`src/rtl/car_physics_multi_pkg.sv`:
```
// car_physics_multi_pkg: shared race types, Q8 scale, direction table width and helpers
package car_physics_multi_pkg;
    typedef enum logic [2:0] {GS_IDLE = 3'd0, GS_RACING = 3'd4} game_state_e;
    typedef enum logic [1:0] {ST_WAIT, ST_SCAN, ST_APPLY} phy_st_e;
    localparam int Q8 = 256;
    localparam int DIR_W = 10;
    typedef struct packed {
        logic signed [DIR_W-1:0] x;
        logic signed [DIR_W-1:0] y;
    } dir_t;
    function automatic logic signed [7:0] clamp8(input logic signed [7:0] v, input logic signed [7:0] lo, input logic signed [7:0] hi);
        return v < lo ? lo : v > hi ? hi : v;
    endfunction
endpackage

```
`src/rtl/car_physics_multi_dir_lut16.sv`:
```
// dir_lut16: Q8 unit vector for 16 headings, 0 = north, clockwise, +y down
module dir_lut16
    import car_physics_multi_pkg::*;
(
    input  logic [3:0] i_idx,
    output dir_t       o_dir
);
    localparam int SIN [16] = '{0, 98, 181, 237, Q8, 237, 181, 98, 0, -98, -181, -237, -Q8, -237, -181, -98};
    logic [3:0] w_cos;
    // x = sin(heading), y = -cos(heading); cosine is the sine table shifted a quarter turn
    always_comb begin
        w_cos = i_idx + 4'd4;
        o_dir.x = DIR_W'(SIN[i_idx]);
        o_dir.y = DIR_W'(-SIN[w_cos]);
    end
endmodule

```
`src/rtl/car_physics_multi.sv`:
```
// car_physics_multi: per-tick car physics with opponent collision scan, walls and steering
module car_physics_multi
    import car_physics_multi_pkg::*;
#(
    parameter int NUM_OPP    = 3,
    parameter int FRAC_BITS  = 10,
    parameter int TICK_DIV   = 833333,
    parameter int START_X    = 0,
    parameter int START_Y    = 120,
    parameter int MAP_W      = 320,
    parameter int MAP_H      = 240,
    parameter int WALL_M     = 6,
    parameter int MAX_FWD    = 6,
    parameter int MAX_REV    = 4,
    parameter int BOUNCE     = 3,
    parameter int ACCEL_DIV  = 8,
    parameter int TURN_DELAY = 2,
    parameter int SLOW_COLOR = 6,
    parameter int SLOW_MAX   = 2,
    parameter int HIT_R2     = 36,
    parameter int HIT_CD     = 30,
    parameter int WALL_CD    = 20
) (
    input  logic                    clk,
    input  logic                    rst,
    input  logic [2:0]              state,
    input  logic [1:0]              h_code,
    input  logic [1:0]              v_code,
    input  logic [3:0]              color,
    input  logic [10*NUM_OPP-1:0]   opp_x,
    input  logic [10*NUM_OPP-1:0]   opp_y,
    input  logic [NUM_OPP-1:0]      opp_valid,
    output logic [9:0]              pos_x,
    output logic [9:0]              pos_y,
    output logic [3:0]              angle_idx,
    output logic signed [7:0]       speed_out,
    output logic                    hit_pulse,
    output logic                    wall_pulse,
    output logic                    tick_done,
    output logic [2:0]              hit_idx,
    output logic                    busy
);
    localparam int AW = 10 + FRAC_BITS;
    localparam int TW = $clog2(TICK_DIV);
    localparam logic signed [AW-1:0] AX0 = AW'(START_X * (1 << FRAC_BITS));
    localparam logic signed [AW-1:0] AY0 = AW'(START_Y * (1 << FRAC_BITS));
    localparam logic signed [7:0] S_FMAX = 8'(MAX_FWD);
    localparam logic signed [7:0] S_RMAX = 8'(-MAX_REV);
    localparam logic signed [7:0] S_SMAX = 8'(SLOW_MAX);
    localparam logic signed [7:0] S_SMIN = 8'(-SLOW_MAX);
    localparam logic signed [7:0] S_BP = 8'(BOUNCE);
    localparam logic signed [7:0] S_BN = 8'(-BOUNCE);

    phy_st_e r_st, w_nst;
    logic [TW-1:0] r_tick;
    logic [2:0] r_idx, r_hit_idx;
    logic r_found;
    logic signed [AW-1:0] r_ax, r_ay, w_nx, w_ny;
    logic [9:0] r_px, r_py, w_ox, w_oy;
    logic signed [7:0] r_spd, w_lo, w_hi, w_fric, w_step, w_tn, w_tf, w_bnc;
    logic [5:0] r_ang;
    logic [7:0] r_tcnt, r_cd;
    logic [15:0] r_adiv;
    logic signed [10:0] w_dx, w_dy;
    logic signed [21:0] w_ex, w_ey;
    logic [21:0] w_d2;
    logic w_tick, w_clr, w_hit, w_wall, w_a0, w_slow, w_mv, w_turn;
    dir_t w_dir;

    dir_lut16 u_dir (.i_idx(r_ang[5:2]), .o_dir(w_dir));

    // datapath: tick detect, distance test for the scanned opponent, speed targets and movement
    always_comb begin
        w_tick = r_tick == TW'(TICK_DIV - 1);
        w_clr = rst || (r_st == ST_WAIT && state == GS_IDLE);
        w_ox = opp_x[10*r_idx +: 10];
        w_oy = opp_y[10*r_idx +: 10];
        w_dx = $signed({1'b0, r_px}) - $signed({1'b0, w_ox});
        w_dy = $signed({1'b0, r_py}) - $signed({1'b0, w_oy});
        w_ex = 22'(w_dx);
        w_ey = 22'(w_dy);
        w_d2 = w_ex * w_ex + w_ey * w_ey;
        w_hit = opp_valid[r_idx] && w_d2 < 22'(HIT_R2);
        w_wall = r_px < 10'(WALL_M) || r_px > 10'(MAP_W - WALL_M) || r_py < 10'(WALL_M) || r_py > 10'(MAP_H - WALL_M);
        w_a0 = r_adiv == '0;
        w_slow = color == 4'(SLOW_COLOR);
        w_lo = w_slow ? S_SMIN : 8'sh80;
        w_hi = w_slow ? S_SMAX : 8'sh7f;
        w_fric = r_spd > 8'sd0 ? r_spd - 8'sd1 : r_spd < 8'sd0 ? r_spd + 8'sd1 : 8'sd0;
        w_step = v_code == 2'd1 ? (r_spd < S_FMAX ? r_spd + 8'sd1 : S_FMAX) :
                 v_code == 2'd2 ? (r_spd > S_RMAX ? r_spd - 8'sd1 : S_RMAX) : w_fric;
        w_tn = clamp8(w_a0 ? w_step : r_spd, w_lo, w_hi);
        w_tf = clamp8(w_a0 ? w_fric : r_spd, w_lo, w_hi);
        w_bnc = r_spd >= 8'sd0 ? S_BN : S_BP;
        w_mv = r_cd != '0 || (!r_found && !w_wall);
        w_nx = r_ax + ((AW'(r_spd) * AW'($signed(w_dir.x))) >>> 2);
        w_ny = r_ay + ((AW'(r_spd) * AW'($signed(w_dir.y))) >>> 2);
        w_turn = h_code == 2'd1 || h_code == 2'd2;
    end

    // FSM state register
    always_ff @(posedge clk)
        r_st <= w_clr ? ST_WAIT : w_nst;

    // FSM next state: a tick starts a scan of NUM_OPP cycles, then one apply cycle
    always_comb begin
        w_nst = r_st;
        case (r_st)
            ST_WAIT: if (w_tick && state == GS_RACING) w_nst = ST_SCAN;
            ST_SCAN: if (r_idx == 3'(NUM_OPP - 1)) w_nst = ST_APPLY;
            default: w_nst = ST_WAIT;
        endcase
    end

    // FSM outputs: pulses only in apply, and only when no cooldown is running
    always_comb begin
        busy = r_st != ST_WAIT;
        tick_done = r_st == ST_APPLY;
        hit_pulse = tick_done && r_cd == '0 && r_found;
        wall_pulse = tick_done && r_cd == '0 && !r_found && w_wall;
    end

    // free-running game tick divider
    always_ff @(posedge clk)
        r_tick <= w_clr || w_tick ? '0 : r_tick + 1'b1;

    // opponent scan: one opponent per cycle, keep the lowest index that hit
    always_ff @(posedge clk) begin
        if (w_clr) begin
            r_idx <= '0;
            r_found <= 1'b0;
            r_hit_idx <= '0;
        end else if (r_st == ST_WAIT) begin
            r_idx <= '0;
            r_found <= 1'b0;
        end else if (r_st == ST_SCAN) begin
            r_idx <= r_idx + 3'd1;
            if (w_hit && !r_found && r_cd == '0) begin
                r_found <= 1'b1;
                r_hit_idx <= r_idx;
            end
        end
    end

    // apply: steering, speed update with cooldown/hit/wall priority, and movement
    always_ff @(posedge clk) begin
        if (w_clr) begin
            r_ax <= AX0;
            r_ay <= AY0;
            r_px <= 10'(START_X);
            r_py <= 10'(START_Y);
            r_spd <= '0;
            r_ang <= '0;
            r_tcnt <= '0;
            r_cd <= '0;
            r_adiv <= '0;
        end else if (r_st == ST_APPLY) begin
            r_adiv <= r_adiv == 16'(ACCEL_DIV - 1) ? '0 : r_adiv + 16'd1;
            r_ang <= w_turn && r_tcnt == '0 ? (h_code == 2'd1 ? r_ang - 6'd1 : r_ang + 6'd1) : r_ang;
            r_tcnt <= !w_turn ? '0 : r_tcnt == '0 ? 8'(TURN_DELAY) : r_tcnt - 8'd1;
            r_spd <= r_cd != '0 ? w_tf : (r_found || w_wall) ? w_bnc : w_tn;
            r_cd <= r_cd != '0 ? r_cd - 8'd1 : r_found ? 8'(HIT_CD) : w_wall ? 8'(WALL_CD) : '0;
            if (w_mv) begin
                r_ax <= w_nx;
                r_ay <= w_ny;
                r_px <= w_nx[AW-1:FRAC_BITS] + {9'd0, w_nx[FRAC_BITS-1]};
                r_py <= w_ny[AW-1:FRAC_BITS] + {9'd0, w_ny[FRAC_BITS-1]};
            end
        end
    end

    assign pos_x = r_px;
    assign pos_y = r_py;
    assign angle_idx = r_ang[5:2];
    assign speed_out = r_spd;
    assign hit_idx = r_hit_idx;
endmodule

```
`config.mk`:
```
export PLATFORM = sky130hd
export DESIGN_NAME = car_physics_multi
export DESIGN_NICKNAME = d
export VERILOG_FILES = /design/src/rtl/car_physics_multi_pkg.sv /design/src/rtl/car_physics_multi_dir_lut16.sv /design/src/rtl/car_physics_multi.sv
export SDC_FILE = /design/constraint.sdc
export NUM_CORES = 1
export LEC_CHECK = 0
export ABC_CLOCK_PERIOD_IN_PS = 16400
export BUFFER_PORTS_ARGS = -buffer_cell sky130_fd_sc_hd__buf_2
export CORE_MARGIN = 3
export CORE_UTILIZATION = 40
export CTS_CLUSTER_DIAMETER = 50
export DETAILED_ROUTE_END_ITERATION = 16
export GPL_TIMING_DRIVEN = 0
export HOLD_SLACK_MARGIN = 0.06
export SLEW_MARGIN = 20
export SYNTH_ARGS = -nofsm -noshare
export SYNTH_HDL_FRONTEND = slang
export SYNTH_HIERARCHICAL = 1
export SYNTH_SLANG_ARGS = --single-unit
```
`constraint.sdc`:
```
create_clock -name clk -period 16.4 [get_ports clk]
set_input_delay 1.64 -clock clk [delete_from_list [all_inputs] [get_ports clk]]
set_output_delay 1.64 -clock clk [all_outputs]
set_load 0.02 [all_outputs]
```
==> results.md, run 1 <==
* Outcome: finished clean
* Max_cap viols at 0
* PortBufs at 114
* Syn Inst Count at 3007
* Die Area at 65900 um2
* Synth Cell Area at 25100 um2
* Non-Filler Instances at 3990
* Register area at 2700 um2
* Post-synth net total at 3711
* Crit-path slowest cell: fa_1
* Synth warn at 6
* Cell taking the most area after synthesis: fa_1
* GPL Wtd Cong at 0.915
* Vias in the first global route at 20540
* Placed insts at 3958
* Worst path top cell family by delay: adder cells
* WP data arrival at 13.00 ns
* Starting Density at 40.6%
* Max-slew violations at 0
* Final nets at 3844
* Routed WL per cell at 17.6 um
* Sequential area share after synthesis at 10.7%
* Req. time, crit path at 16.70 ns
* Crit path top cell by count: fa_1
* Synth Area per Inst at 8.36 um2
* First-pass GRT wire length at 113 mm
* Postcts setup bufs at 0
* Kind of start point of the critical path: register
* Area of the multi-input gates at 20100 um2
* Largest net degree at the start of global routing at 20
* Reg clk slew, reported paths at 0.06 ns
* Post-route ant nets at 0
* Die H at 257 um
* Tot GR Track Use at 21.7%
* Reg2reg start: r_idx[0]
* Worst r2r path cells at 40
* Most common cell in the netlist: inv_1
* Core ar. at 61900 um2
* Final min period at 12.70 ns
* Worst Tran Pin Value at 1.17 ns
* CP Capture Point: hit_idx[2]
* Initial antenna violation count at 0
* Clock Latency Late Sink at 0.44 ns
* Fill cell count at 6353
* Post-synth EDFFs at 0
* Area delta synth->final at 9.07%
* Post-route DRC at 0
* Largest stage delay, worst path at 0.95 ns
* Diodes inserted at 0
* CTS tree: yes
* Root Buffer: clkbuf_16
* Fmax at 0.0787 GHz
* Max_slew headroom at 21.6%
* Rows at 91
* R2r setup slk at 3.70 ns
* Bufs and invs on worst path at 8
* RSZ-0062 raised after global routing: false
* Post-synth cell types at 85
* Class of the worst hold path: register to register
* Hold Fails Final Rpt at 0
* Synth Flop Type: dfxtp_1
* # H-tree levels at 4
* Post-Route WL at 70.3 mm
* Avg Vias per Cell at 5.14
* Critical path type: register to register
* Clk_skew at 0.0162 ns
* CP endpoint kind: register
* Ys async rst share at 0%
* Routed via count at 20516
* Minimum hold slack at 0.460 ns
* GRT overflow at 0
* Synth top area cells: fa_1 30%, ha_1 13%, dfxtp_1 11%
* Layout cells sized above 1 at 6.37%
* CTS buffer count at 17
* Synth top area share at 29.7%
* Number of detailed-route iterations in the first pass at 7
* Maximum fanout along the worst path at 10
* Cells resized by post-CTS repair at 0
* Number of stages on the worst setup path at 40
* Top Ports at 115
* Setup Viol. Count Final at 0
* Synth Register Bits at 135
* Commonest cells in the netlist: 512 x inv_1, 373 x fa_1, 287 x nand2_1
* DRT iter0 DRCs at 1316
* Fin Setup TNS at 0 ns
* Max clock buf depth at 2
* Crit path from: r_idx[0]
* DP HPWL at 58.7 mm
* Hold-fix buffers at CTS at 0
* Clk sinks at 135
* Die X at 257 um
* Period utilisation layout at 77.4%
* R2R Path End: hit_idx[2]
==> worst min path at each step <==
stage	slack, ns	depth (start not counted)	endpoint	from
after floorplan	0.44	2	r_ax[4]	r_ax[4]
after global placement	0.45	2	r_ax[8]	r_ax[8]
after detailed placement	0.45	2	r_ax[8]	r_ax[8]
after CTS	0.46	2	r_ax[8]	r_ax[8]
after global routing	0.47	2	r_ax[3]	r_ax[3]
final	0.46	2	r_ax[3]	r_ax[3]
==> worst min-delay path: stages (launching register included) <==
cell and delay [ns]:
dfxtp_1 0.31, nand2_1 0.05, a21oi_1 0.05
==> kinds of logic (layout without fill, tap and decap cells) <==
group | after synthesis | in the layout | share of synthesized area [%]
adders and majority gates | 630 | 630 | 42.5
xor gates and xnor gates | 182 | 182 | 6.34
DFF | 135 | 135 | 10.7
and+or+nand+nor | 935 | 935 | 17.7
AOI/OAI and AO/OA | 480 | 480 | 12.0
buffers and inverters | 608 | 754 | 9.23
muxes | 37 | 37 | 1.53
==> per-stage QoR <==
stage                     cell area, um2  worst slack, ns  util (%)
after floorplan                    25100             5.56         -
final                              27400             3.70      44.3
after detailed placement           26800             3.73      43.2
after CTS                          27400             3.68      44.3
after global routing               27400             2.88      44.3
after global placement             26800             3.84      43.2
==> per-layer routing <==
metal	up-vias	track usage, %	share of wire, %
li1	9955	-	-
met1	9941	30.1	45
met2	531	36.4	47
met3	89	1.54	4.6
met4	0	6.17	2.8
met5	-	0	0
==> layout by cell type, fill, tap and decap left out, types with 6 or more instances in the layout <==
master	n
o31ai_1	14
o21bai_1	10
mux2i_1	35
o21a_1	16
or4_1	6
inv_1	512
or2_2	24
and3_1	20
a221oi_1	6
a21o_1	22
a21oi_1	186
nand2_1	287
dfxtp_1	135
nor2b_1	15
ha_1	255
a211oi_1	32
nand4_1	19
o211ai_1	19
nor2_1	252
o21ai_1	19
xor2_1	64
nor4_1	13
nand3_1	54
o21ai_0	76
fa_1	373
and2_1	102
nand2b_1	47
or3_1	12
a21boi_0	7
clkbuf_16	17
clkbuf_1	79
nor3_1	50
a31oi_1	19
xnor2_1	117
buf_2	118
==> final cells by class <==
cell class | instances | share of cell area [%]
Buffer | 92 | 1.40
Clock buffer | 19 | 1.61
Clock inverter | 13 | 0.707
Inverter | 516 | 7.06
Multi-Input combinational cell | 2264 | 73.5
Sequential cell | 135 | 9.85
Tap cell | 837 | 3.82
Timing Repair Buffer | 114 | 2.08
==> flip-flops by register name, summed over array words and instances (netlist names), 2 cells and up <==
| signal | count |
|---|---|
| r_ay | 20 |
| r_adiv | 16 |
| r_tick | 20 |
| r_ax | 20 |
| r_ang | 6 |
| speed_out | 8 |
| r_tcnt | 8 |
| pos_x | 10 |
| r_cd | 8 |
| r_st | 2 |
| pos_y | 10 |
| hit_idx | 3 |
| r_idx | 3 |
Power of run 1 is not shown: default switching activity piles up to over one toggle a cycle in this logic, so the estimate is an artifact.
==> inputs of run 2 (changes only) <==
--- a/config.mk
+++ b/config.mk
@@ -5,7 +5,8 @@
 export SDC_FILE = /design/constraint.sdc
 export NUM_CORES = 1
 export LEC_CHECK = 0
-export ABC_CLOCK_PERIOD_IN_PS = 16400
+export ABC_AREA = 1
+export ABC_CLOCK_PERIOD_IN_PS = 11900
 export BUFFER_PORTS_ARGS = -buffer_cell sky130_fd_sc_hd__buf_2
 export CORE_MARGIN = 3
 export CORE_UTILIZATION = 40
==> constraint.sdc (replaced) <==
create_clock -name clk -period 11.9 [get_ports clk]
set_input_delay 1.19 -clock clk [delete_from_list [all_inputs] [get_ports clk]]
set_output_delay 1.19 -clock clk [all_outputs]
set_load 0.02 [all_outputs]
==> results.md, run 2 <==
* Commonest non-fill, non-tap cell in the layout: inv_1
* Outcome: finished clean
* RSZ-0062 raised after global routing: false
* Commonest cells in the netlist: 778 x inv_1, 667 x nand2_1, 373 x fa_1
* Die Area at 68600 um2 (+4.0%)
* Cell taking the most area after synthesis: fa_1
* Max-slew violations at 0 (unchanged)
* R2R Path End: hit_idx[1]
* Fill cell count at 6703 (+5.5%)
* Post-route ant nets at 0 (unchanged)
* Tot GR Track Use at 20.6% (-1.1 points)
* Crit path from: r_idx[1]
* Worst Hold Endpoint: r_tcnt[0]
* Post-route DRC at 0 (unchanged)
* Register area at 2700 um2 (unchanged)
* Synth top area cells: fa_1 29%, ha_1 12%, inv_1 11%
* Reg clk slew, reported paths at 0.07 ns (about the same)
* Vias in the first global route at 21307 (+3.7%)
* Reg2reg start: r_idx[1]
* GPL Wtd Cong at 0.908 (-0.79%)
* Largest stage delay, worst path at 0.67 ns (-0.28 ns)
* CP endpoint kind: register
* Routed via count at 21907 (+6.8%)
* WP data arrival at 11.35 ns (-1.65 ns)
* Layout cells sized above 1 at 8.66% (+2.3 points)
* CTS tree: yes
* Cells resized by post-CTS repair at 0 (unchanged)
* Sequential area share after synthesis at 10.3% (-0.43 points)
* Hold path depth at 2 (unchanged)
* Crit path top cell by count: inv_1
* Period utilisation layout at 92.2% (+15 points)
* Postcts setup bufs at 0 (unchanged)
* Req. time, crit path at 12.28 ns (-4.42 ns)
* Critical path type: register to register
* First-pass GRT wire length at 111 mm (-1.9%)
* Hold Fails Final Rpt at 0 (unchanged)
* Synth Flop Type: dfxtp_1
* # H-tree levels at 4 (unchanged)
* Die X at 262 um (+2.0%)
* Core ar. at 64600 um2 (+4.3%)
* Area of the multi-input gates at 20000 um2 (-0.57%)
* Synth Register Bits at 135 (unchanged)
* Root Buffer: clkbuf_16
* Most common cell in the netlist: inv_1
* GRT overflow at 0 (unchanged)
* Synth warn at 6 (unchanged)
* Synth Area per Inst at 7.42 um2 (-11%)
* PortBufs at 114 (unchanged)
* Area delta synth->final at 8.75%
* Max_cap viols at 0 (unchanged)
* Crit-path slowest cell: clkbuf_1
* Routed WL per cell at 15.1 um (-14%)
* R2r setup slk at 0.93 ns (-2.77 ns)
* Kind of start point of the critical path: register
* Leading cell types in the layout, fill and taps excluded: 778 x inv_1, 667 x nand2_1, 373 x fa_1
* Class of the worst hold path: register to register
* Final nets at 4365 (+14%)
* Fmax at 0.0911 GHz (+16%)
* Worst r2r path cells at 40 (unchanged)
* Post-Route WL at 68.5 mm (-2.4%)
* Initial antenna violation count at 2 (+2)
* Design area at 28500 um2 (+3.8%)
* Top Ports at 115 (unchanged)
* Worst Tran Pin Value at 1.00 ns (-0.166 ns)
* Hold-fix buffers at CTS at 0 (unchanged)
* DRT iter0 DRCs at 1275 (-3.1%)
* Number of detailed-route iterations in the first pass at 7 (unchanged)
* Rows at 93 (+2.2%)
* Hold Crit Start: r_tcnt[0]
* Fin Setup TNS at 0 ns (unchanged)
* CTS buffer count at 17 (unchanged)
* Post-synth EDFFs at 0 (unchanged)
* DP HPWL at 58.5 mm (-0.34%)
* Die H at 262 um (+2.0%)
* Top Registers: r_ax (20), r_ay (20), r_tick (20)
* Post-synth cell types at 65 (-24%)
* Max_slew headroom at 32.6% (+11 points)
* Starting Density at 40.5% (-0.050 points)
* Clk sinks at 135 (unchanged)
* Clock Latency Late Sink at 0.46 ns (+0.02 ns)
* Maximum fanout along the worst path at 13 (+3)
* Final min period at 10.97 ns (-1.73 ns)
* Syn Inst Count at 3527 (+17%)
* Clk_skew at 0.0184 ns (+0.00217 ns)
* Ys async rst share at 0% (unchanged)
* Largest net degree at the start of global routing at 19 (-5.0%)
* Synth top area share at 28.5% (-1.2 points)
* Post-synth net total at 4231 (+14%)
* Setup Viol. Count Final at 0 (unchanged)
* Avg Vias per Cell at 4.84 (-5.9%)
* Synth Cell Area at 26200 um2 (+4.1%)
* Max clock buf depth at 2 (unchanged)
* Placed instance area at 27800 um2 (+4.0%)
## run 2: cell count changes after synthesis, moves of 28 or more
cell / before / now
nand2b_1: 47 / 0
inv_1: 512 / 778
inv_2: 1 / 29
nor2_1: 253 / 315
xnor2_1: 117 / 61
nand3_1: 54 / 93
mux2i_1: 35 / 0
and2_1: 102 / 3
o21ai_0: 76 / 160
nand2_1: 287 / 667
## run 2: cell families (layout without fill, tap and decap cells)
group                      Yosys count  in the layout  synth area share [%]
other                                0              1                     0
adders and majority gates          628            628                  40.7
AOI/OAI and AO/OA                  463            463                  9.91
DFF                                135            135                  10.3
and+or+nand+nor                   1255           1255                  21.1
buffers and inverters              904           1051                  13.2
xor gates and xnor gates           142            142                  4.81
## run 2: layout make-up
cell class | count | share of cell area (%)
tap | 855 | 3.76
clock inverter | 15 | 0.707
clock buffer | 17 | 1.49
antenna | 1 | 0.00879
sequential | 135 | 9.49
multi-input combinational | 2488 | 70.4
inverter | 814 | 10.8
timing repair buffer | 115 | 2.04
buffer | 90 | 1.39
## run 2: worst max-delay path: cells and delay by family, from the launching register on
| family | cells | cell delay, ns |
|---|---|---|
| compound gates | 8 | 2.01 |
| xor+xnor | 1 | 0.27 |
| fa+ha+maj | 9 | 4.63 |
| buf+inv | 11 | 1.99 |
| flops | 1 | 0.39 |
| simple gates | 11 | 1.60 |
## run 2: worst max path at each step
stage               depth (start not counted)          to  slack [ns]
global placement                           48  hit_idx[0]        0.40
CTS                                        48  hit_idx[2]        0.78
global route                               40  hit_idx[2]        0.18
detailed placement                         49  hit_idx[2]        0.83
floorplan                                  40  hit_idx[0]        2.58
finish                                     40  hit_idx[1]        0.93
## run 2: routing by layer
layer  GRT usage, %  vias up  part of all wire [%]
met2           33.5      492                    45
met5              0        -                 0.029
li1               -    11032                     -
met4           5.97        2                   2.8
met3           2.95       73                   5.7
met1           28.5    10308                    47
## run 2: per-stage QoR
stage / util [%] / cells / setup WS (ns) / hold slack, ns
3_5_place_dp: 43.1 / 4497 / 0.834 / 0.459
6_report: 44.1 / 4530 / 0.928 / 0.466
3_3_place_gp: 43.1 / 4496 / 0.397 / 0.448
5_1_grt: 44.1 / 4529 / 0.176 / 0.498
4_1_cts: 44.1 / 4529 / 0.784 / 0.468
2_1_floorplan: - / 3527 / 2.58 / 0.439
Power of run 2 is left out for the same reason.
==> inputs of run 3 (changes only) <==
--- a/config.mk
+++ b/config.mk
@@ -6,7 +6,7 @@
 export NUM_CORES = 1
 export LEC_CHECK = 0
 export ABC_AREA = 1
-export ABC_CLOCK_PERIOD_IN_PS = 11900
+export ABC_CLOCK_PERIOD_IN_PS = 9000
 export BUFFER_PORTS_ARGS = -buffer_cell sky130_fd_sc_hd__buf_2
 export CORE_MARGIN = 3
 export CORE_UTILIZATION = 40
==> constraint.sdc (replaced) <==
create_clock -name clk -period 9 [get_ports clk]
set_input_delay 0.9 -clock clk [delete_from_list [all_inputs] [get_ports clk]]
set_output_delay 0.9 -clock clk [all_outputs]
set_load 0.02 [all_outputs]
==> results.md, run 3 (synthesis gave the netlist of run 2 again) <==
* Clk_skew at 0.0189 ns (+0.000480 ns)
* Non-Filler Instances at 4602 (+1.6%)
* Routed WL per cell at 15.4 um (+1.8%)
* Worst setup margin at 0.280 ns (-0.648 ns)
* RSZ-0062 raised after global routing: true
* Leading cell types in the layout, fill and taps excluded: 747 x inv_1, 635 x nand2_1, 358 x fa_1
* GPL Wtd Cong at 0.916 (+0.91%)
* WP data arrival at 9.06 ns (-2.29 ns)
* Post-Route WL at 70.9 mm (+3.4%)
* DRT iter0 DRCs at 1201 (-5.8%)
* Commonest non-fill, non-tap cell in the layout: inv_1
* Fmax at 0.115 GHz (+26%)
* Layout cells sized above 1 at 15.5% (+6.9 points)
* Core ar. at 64600 um2 (unchanged)
* Top Registers: r_ax (20), r_ay (20), r_tick (20)
* Area delta synth->final at 15.2%
* Largest net degree at the start of global routing at 18 (-1)
* Tot GR Track Use at 20.8% (+0.19 points)
* CTS buffer count at 17 (unchanged)
* Worst path top cell family by delay: adder cells
* Crit-path slowest cell: fa_2
* Maximum fanout along the worst path at 7 (-6)
* Starting Density at 40.5% (unchanged)
* Outcome: finished clean
* Worst Tran Pin Value at 0.945 ns (-0.0558 ns)
* Clock Latency Late Sink at 0.46 ns (about the same)
* Reg clk slew, reported paths at 0.07 ns (about the same)
* Dpl ws at -2.06 ns (-2.89 ns)
* Placed insts at 4496 (-0.022%)
* Rows at 93 (unchanged)
* Number of detailed-route iterations in the first pass at 5 (-2)
* Most Used Layer, Global Route: met2
* Max_cap viols at 0 (unchanged)
* PortBufs at 114 (unchanged)
* Initial antenna violation count at 3 (+1)
* Critical path type: register to register
* Final nets at 4437 (+1.6%)
* Top Ports at 115 (unchanged)
* GRT overflow at 0 (unchanged)
* Met2 GRT Util at 34.2% (+0.69 points)
* CP endpoint kind: register
* Kind of start point of the critical path: register
* Post-route DRC at 0 (unchanged)
* Die Area at 68600 um2 (unchanged)
* Fin Setup TNS at 0 ns (unchanged)
* Vias in the first global route at 21353 (+0.22%)
* First-pass GRT wire length at 112 mm (+0.78%)
* Post-route ant nets at 0 (unchanged)
* Fill cell count at 6626 (-1.1%)
* Max_slew headroom at 36.3% (+3.8 points)
* Die X at 262 um (unchanged)
* Max clock buf depth at 2 (unchanged)
* Die H at 262 um (unchanged)
* # H-tree levels at 4 (unchanged)
* Period utilisation layout at 96.9% (+4.7 points)
* CTS tree: yes
* Routed via count at 22189 (+1.3%)
* Max-slew violations at 0 (unchanged)
* Final min period at 8.72 ns (-2.25 ns)
* Bufs and invs on worst path at 13 (+2)
* Hold-fix buffers at CTS at 0 (unchanged)
* Clk sinks at 135 (unchanged)
* Met1 usage at 28.6% (+0.16 points)
* Largest stage delay, worst path at 0.59 ns (-0.08 ns)
* Class of the worst hold path: register to register
* Setup Viol. Count Final at 0 (unchanged)
* Root Buffer: clkbuf_16
* Final core occ at 46.7% (+2.6 points)
* Req. time, crit path at 9.34 ns (-2.94 ns)
* Avg Vias per Cell at 4.82 (-0.30%)
* DP HPWL at 58.4 mm (-0.13%)
* Hold Fails Final Rpt at 0 (unchanged)
* GRT met3 Usage at 2.93% (-0.019 points)
-- run 3: cell count changes in the layout (fill, tap and decap cells not counted), moves of 15 or more --
cell     change
fa_2        +15
nor2_4      +16
nand2_1     -32
nor2_1      -27
a21oi_2     +15
ha_1        -20
nand2_2     +26
inv_2       +17
inv_1       -31
fa_1        -15
ha_4        +19
a21oi_1     -20
buf_4       +57
-- run 3: per-stage QoR --
step | instance area, um2 | hold WS [ns]
floorplan | 26200 | 0.439
global placement | 27800 | 0.450
detailed placement | 27800 | 0.456
CTS | 29000 | 0.468
global route | 30200 | 0.492
finish | 30200 | 0.469
-- run 3: worst register-to-register path: cells and delay by family (launching register included) --
family	cells	cell delay (ns)
buffers and inverters	13	1.30
DFF	1	0.41
xor gates and xnor gates	2	0.38
adders and majority gates	9	4.08
and+or+nand+nor	13	1.16
AOI/OAI and AO/OA	10	1.28
-- run 3: timing repair --
action	4_1_cts	5_1_grt
pin swaps	20	135
gates cloned	0	1
gates resized for setup	109	203
setup buffers	25	49
setup endpoints to repair	4	12
-- run 3: cell type report --
cell class	count	area, um2	area share, %
inverter	814	3120	10.4
buffer	88	524	1.74
sequential	135	2710	9.00
antenna	1	2.50	0.00830
clock buffer	17	425	1.41
clock inverter	15	175	0.581
timing repair buffer	189	1240	4.10
tap	855	1070	3.55
multi-input combinational	2488	20900	69.3
-- run 3: worst paths after layout --
kind | startpoint | endpoint | slack (ns) | cells past startpoint
min reg2reg | r_tcnt[0] | r_tcnt[0] | 0.47 | 2
max | r_idx[1] | hit_idx[1] | 0.28 | 47
min | r_tcnt[0] | r_tcnt[0] | 0.47 | 2
max reg2reg | r_idx[1] | hit_idx[1] | 0.28 | 47
-- run 3: layer usage --
metal	vias up	routed length (um)
met5	-	0
met4	0	1990
met3	67	3480
met2	425	32500
met1	10503	32900
li1	11194	-
Power of run 3 is left out for the same reason.
